### src/rtl/conv1_pkg.sv
// Shared constants and types for the conv1 window generator.
// Image geometry and pixel width match the conv1 datapath.
package conv1_pkg;

  localparam int DATA_W = 32;
  localparam int IMG_W  = 28;
  localparam int IMG_H  = 28;
  localparam int KERNEL = 3;
  localparam int WIN_N  = KERNEL * KERNEL;

  localparam int COL_W  = $clog2(IMG_W);
  localparam int ROW_W  = $clog2(IMG_H);

  typedef logic [DATA_W-1:0] pixel_t;
  typedef pixel_t window_t [0:WIN_N-1];

endpackage

### src/rtl/conv1_line_buffer.sv
// One-row pixel delay line, circular, addressed by the column counter.
// Read is combinational so the old value is seen before the write lands.
module conv1_line_buffer
  import conv1_pkg::*;
#(
  parameter int DEPTH = IMG_W,
  parameter int AW    = $clog2(DEPTH)
) (
  input  logic          clk,
  input  logic          we,
  input  logic [AW-1:0] addr,
  input  pixel_t        din,
  output pixel_t        dout
);

  pixel_t mem_q [0:DEPTH-1];

  assign dout = mem_q[addr];

  always_ff @(posedge clk) begin
    if (we) mem_q[addr] <= din;
  end

endmodule

### src/rtl/conv1_window_gen.sv
// Streaming 3x3 window generator feeding conv1.
// Optional frame_done output: define CONV1_WINGEN_FRAME_DONE_EN.
module conv1_window_gen
  import conv1_pkg::*;
(
  input  logic    clk,
  input  logic    rst_n,
  input  pixel_t  pixel_in,
  input  logic    valid_in,
  input  logic    sof,
  output window_t data_out,
  output logic    valid_out
`ifdef CONV1_WINGEN_FRAME_DONE_EN
  ,
  output logic    frame_done
`endif
);

  localparam logic [COL_W-1:0] COL_LAST = COL_W'(IMG_W - 1);
  localparam logic [ROW_W-1:0] ROW_LAST = ROW_W'(IMG_H - 1);
  localparam logic [COL_W-1:0] COL_TWO  = COL_W'(2);
  localparam logic [ROW_W-1:0] ROW_TWO  = ROW_W'(2);

  logic [COL_W-1:0] col_q, col_d, col_eff;
  logic [ROW_W-1:0] row_q, row_d, row_eff;
  window_t          win_q, win_d;
  logic             valid_q, valid_d;
  pixel_t           lb0_rd, lb1_rd;

  conv1_line_buffer #(.DEPTH(IMG_W)) u_lb0 (
    .clk  (clk),
    .we   (valid_in),
    .addr (col_eff),
    .din  (pixel_in),
    .dout (lb0_rd)
  );

  conv1_line_buffer #(.DEPTH(IMG_W)) u_lb1 (
    .clk  (clk),
    .we   (valid_in),
    .addr (col_eff),
    .din  (lb0_rd),
    .dout (lb1_rd)
  );

  // sof forces the accepted pixel to (0,0) whatever the counters say
  always_comb begin
    col_eff = (valid_in && sof) ? '0 : col_q;
    row_eff = (valid_in && sof) ? '0 : row_q;
  end

  always_comb begin
    col_d   = col_q;
    row_d   = row_q;
    win_d   = win_q;
    valid_d = 1'b0;
    if (valid_in) begin
      for (int r = 0; r < KERNEL; r++) begin
        win_d[r*KERNEL]   = win_q[r*KERNEL+1];
        win_d[r*KERNEL+1] = win_q[r*KERNEL+2];
      end
      win_d[2] = lb1_rd;
      win_d[5] = lb0_rd;
      win_d[8] = pixel_in;
      valid_d  = (row_eff >= ROW_TWO) && (col_eff >= COL_TWO);
      if (col_eff == COL_LAST) begin
        col_d = '0;
        row_d = (row_eff == ROW_LAST) ? '0 : row_eff + 1'b1;
      end else begin
        col_d = col_eff + 1'b1;
        row_d = row_eff;
      end
    end
  end

  always_ff @(posedge clk or negedge rst_n) begin
    if (!rst_n) begin
      col_q   <= '0;
      row_q   <= '0;
      valid_q <= 1'b0;
      for (int i = 0; i < WIN_N; i++) win_q[i] <= '0;
    end else begin
      col_q   <= col_d;
      row_q   <= row_d;
      valid_q <= valid_d;
      win_q   <= win_d;
    end
  end

  assign data_out  = win_q;
  assign valid_out = valid_q;

`ifdef CONV1_WINGEN_FRAME_DONE_EN
  logic fd_q, fd_d;

  always_comb begin
    fd_d = valid_in && (row_eff == ROW_LAST) && (col_eff == COL_LAST);
  end

  always_ff @(posedge clk or negedge rst_n) begin
    if (!rst_n) fd_q <= 1'b0;
    else        fd_q <= fd_d;
  end

  assign frame_done = fd_q;
`endif

endmodule

### config.mk
export PLATFORM = sky130hd
export DESIGN_NAME = conv1_window_gen
export DESIGN_NICKNAME = d
export VERILOG_FILES = /design/src/rtl/conv1_pkg.sv /design/src/rtl/conv1_line_buffer.sv /design/src/rtl/conv1_window_gen.sv
export SDC_FILE = /design/constraint.sdc
export NUM_CORES = 2
export LEC_CHECK = 0
export ABC_CLOCK_PERIOD_IN_PS = 8100
export BUFFER_PORTS_ARGS = -buffer_cell sky130_fd_sc_hd__buf_4
export CAP_MARGIN = 20
export CORE_MARGIN = 1.5
export CORE_UTILIZATION = 35
export CTS_BUF_LIST = sky130_fd_sc_hd__clkbuf_4 sky130_fd_sc_hd__clkbuf_8 sky130_fd_sc_hd__clkbuf_16
export CTS_CLUSTER_DIAMETER = 60
export DETAILED_ROUTE_END_ITERATION = 10
export PLACE_DENSITY_LB_ADDON = 0.1
export SLEW_MARGIN = 20
export SYNTH_ARGS = -nofsm -noshare
export SYNTH_HDL_FRONTEND = slang
export SYNTH_SLANG_ARGS = --single-unit
### constraint.sdc
create_clock -name clk -period 8.1 [get_ports clk]
set_input_delay 1.62 -clock clk [delete_from_list [all_inputs] [get_ports clk]]
set_output_delay 1.62 -clock clk [all_outputs]
set_load 0.02 [all_outputs]
==> qor.yml <==
worst_setup_path:
  worst_setup_path_start_kind: "primary input"
  slowest_stage: "nand3_1"
  worst-path-buf-inv: 3
  r2r_cells: 6
  cp-end-kind: "register"
  cp_slowest_stage_delay_ns: 0.83
  cp_max_fo: 84
  timing.rr.end: "u_lb1.mem_q[22][2]"
  arrival_ns: 5.39
  cp_cell_sequence: "buf_8, nand2_2, buf_4, o21ai_4, buf_4, o211ai_1, nand3_1"
  r2r_start: "col_q[4]"
  crit_top_cell: "buf_4"
  critPathTopFamily: "simple AND/OR/NAND/NOR gates"
  reg2reg_slack_ns: 3.22
  worstPathRequired_ns: 8.59
  path_class: "primary input to register"
cts:
  clockRootBuffer: "clkbuf_16"
  path_clk_slew_ns: 0.06
  ctsHoldBuffers: 0
  cts_tree: "yes"
  cts_max_level: 4
  cts_buffers: 227
  clk_path_buf_depth: 3
  insertion_delay_ns: 0.87
  cts.sinks: 2091
  post_cts_resized: 0
  post_cts_buffers: 0
timing:
  skew_ns: 0.0477
  rsz0062_at_grt: "no"
  fin_crit_ns: 4.90
  timing.setup.tns_ns: 0
  min_period_over_period_pct: 60.4
  setup-violations-final: 0
  finalHoldViolCount: 0
  slew-limit-headroom_pct: 13.7
  tightest_slew_ns: 1.26
  timing.final.max_slew_violations: 0
  fmax_mhz: 204
hold_path:
  hold_start: "data_out[269]"
  hold_depth: 1
  hold_end: "data_out[269]"
  hold_path.class: "register to register"
route:
  drc: 0
  wl_per_cell_um: 33.2
  via_count: 48300
  antenna_left: 0
  via_per_inst: 5.74
  first_pass_iters: 8
  drt_iter0_markers: 5408
  wirelength_mm: 279
logic_synthesis:
  synth-seq-cells: 2091
  yosys_warnings: 0
  yosysSeqAreaShare_pct: 75.3
  synthCells: 4792
  syn_area_per_cell_sq_um: 17.0
  syn_area_sq_um: 81400
  synth_cell_types: 78
  ys.flop_type: "edfxtp_1"
  synth-edff-count: 1792
  async_reset_ff_share_pct: 14.3
  synth.area.top_cells: "edfxtp_1 66%, dfrtp_1 9.2%, mux2_2 5.1%, mux2i_1 3.1%, mux4_2 1.2%"
  synth_top_area_cell: "edfxtp_1"
  yosys.area.top_type_share_pct: 66.1
  syn-num-nets: 4829
grt:
  grt_antenna_before_repair: 9
  grt_pass1_wl_mm: 388
  grt_overflow: 0
  grt_usage_pct: 23.3
  grt_max_degree: 119
  grt_pass1_vias: 47300
floorplanning:
  core_sq_um: 231000
  std_cell_rows: 176
  dieHeight_um: 485
  initial_utilization_pct: 35.3
  io-pin-count: 325
  die_w_um: 485
  die-area_sq_um: 236000
run_status:
  status: "completed"
place:
  hpwl_mm: 155
  dp.cells: 7970
  routabilityCongestion: 0.789
  io_buffers: 324
flow_run:
  drv_cap: 0
pwr:
  totalPowerFinal_mw: 34.2
  peakVddDrop_v: 0.000277
  p_leak_nw: 32.5
  power_density_nw_per_um2: 358
final_layout:
  nets: 5211
  fill_cells: 20800
  final_layout_size_suffix_gt1_share_pct: 26.0
  utilization_pct: 41.4
  syn2layout_area_growth_pct: 17.4
  stdcell_count: 8406
[synth_stat cells (5+ instances only)]
cell and number:
and3_1 21, a221oi_1 105, a222oi_1 30, dfrtp_1 299, a21o_1 5, buf_1 30, nor2_1 140, and2_1 20
a32oi_1 18, nand2b_1 109, o32a_1 6, o221a_2 9, edfxtp_1 1792, o211ai_1 24, a31oi_1 52, o32ai_1 6
clkbuf_1 112, a211o_1 5, nand3_1 117, nor4_1 17, a211oi_1 49, o211a_1 7, mux4_2 42, a2bb2oi_1 36
o2bb2ai_1 6, buf_4 35, o2111ai_1 7, nor2b_1 16, a221o_1 75, a2111oi_0 6, a21oi_1 157, o221ai_1 30
a2111oi_2 10, nand2_1 166, nor3_1 38, o22ai_1 107, inv_1 10, buf_6 5, buf_2 163, mux2_2 366
a22oi_1 87, a41oi_1 34, mux2i_1 252, o21ai_0 107, a311oi_1 12
[power breakdown]
group          switching (mW)  total (mW)  internal [mW]
logic                    6.37        9.09           2.72
registers               0.787        14.8           14.0
clock network            4.37        10.4           6.01
total                    11.5        34.2           22.7
[layout make-up]
type | count | area, sq um | area share (%)
Sequential cell | 2091 | 61300 | 64.2
Tap cell | 3026 | 3790 | 3.96
Clock buffer | 327 | 6650 | 6.96
Antenna cell | 5 | 12.5 | 0.0131
Inverter | 12 | 63.8 | 0.0668
Clock inverter | 103 | 886 | 0.927
Multi-Input combinational cell | 2344 | 18800 | 19.6
Timing Repair Buffer | 498 | 4070 | 4.26
[worst max-delay path by stage]
stage                         from  slack (ns)                   to  cells past startpoint
after floorplan           valid_in        0.31   u_lb0.mem_q[24][0]                      9
after global placement    valid_in        2.15    u_lb1.mem_q[5][0]                      5
after detailed placement  valid_in        2.44  u_lb1.mem_q[26][12]                      7
after CTS                 col_q[4]        3.24   u_lb1.mem_q[22][2]                      6
after global routing      valid_in        3.15   u_lb1.mem_q[2][25]                      8
final                     valid_in        3.20  u_lb1.mem_q[21][31]                      7
[metrics by stage]
stage	setup WS (ns)	hold slack (ns)	area, sq um
2_1_floorplan	0.315	0.527	81400
3_3_place_gp	2.15	0.491	87900
3_5_place_dp	2.44	0.496	88000
4_1_cts	3.24	0.510	95500
5_1_grt	3.15	0.520	95500
6_report	3.20	0.504	95500
[registers in the layout (all words and copies together) (netlist names)]
register and flops:
col_q 5, row_q 5, u_lb1.mem_q 896, u_lb0.mem_q 896, data_out 288, valid_out 1
[cells in the final DEF, fill, tap and decap left out, types with 24 or more instances in the layout]
| cell type | synthesis | routed |
|---|---|---|
| o221ai_1 | 30 | 30 |
| dfrtp_1 | 299 | 296 |
| nand3_1 | 117 | 112 |
| mux2_2 | 366 | 366 |
| nand2_1 | 166 | 159 |
| o211ai_1 | 24 | 24 |
| nor2_4 | 0 | 25 |
| clkinv_2 | 0 | 40 |
| nand2b_1 | 109 | 109 |
| a31oi_1 | 52 | 52 |
| clkbuf_4 | 0 | 68 |
| buf_4 | 35 | 471 |
| a21oi_1 | 157 | 157 |
| edfxtp_1 | 1792 | 1792 |
| a221o_1 | 75 | 75 |
| clkbuf_16 | 0 | 229 |
| a222oi_1 | 30 | 30 |
| a41oi_1 | 34 | 34 |
| clkinv_1 | 0 | 35 |
| nor3_1 | 38 | 30 |
| a221oi_1 | 105 | 105 |
| nor2_1 | 140 | 114 |
| a22oi_1 | 87 | 87 |
| mux2i_1 | 252 | 252 |
| mux4_2 | 42 | 42 |
| a2bb2oi_1 | 36 | 36 |
| clkbuf_8 | 0 | 30 |
| o21ai_0 | 107 | 107 |
| o22ai_1 | 107 | 107 |
| a211oi_1 | 49 | 49 |
[metal layers]
layer / GRT usage (%) / routed length [um] / vias up
li1: - / - / 20100
met3: 3.30 / 17700 / 338
met1: 33.8 / 126000 / 25900
met2: 37.1 / 130000 / 1901
met5: 0 / 13 / -
met4: 4.87 / 5390 / 2
[kinds of logic (layout without fill, tap and decap cells)]
kind of cell	count (synthesis)	after routing	share of synthesized area, %
compound gates	1021	1021	9.32
xor+xnor	2	2	0.0215
fa+ha+maj	1	1	0.0154
buf+inv	357	940	2.11
flops	2091	2091	75.3
mux	662	662	9.35
other cells	0	5	0
simple gates	658	658	3.90
(Power assumes the default switching activity.)
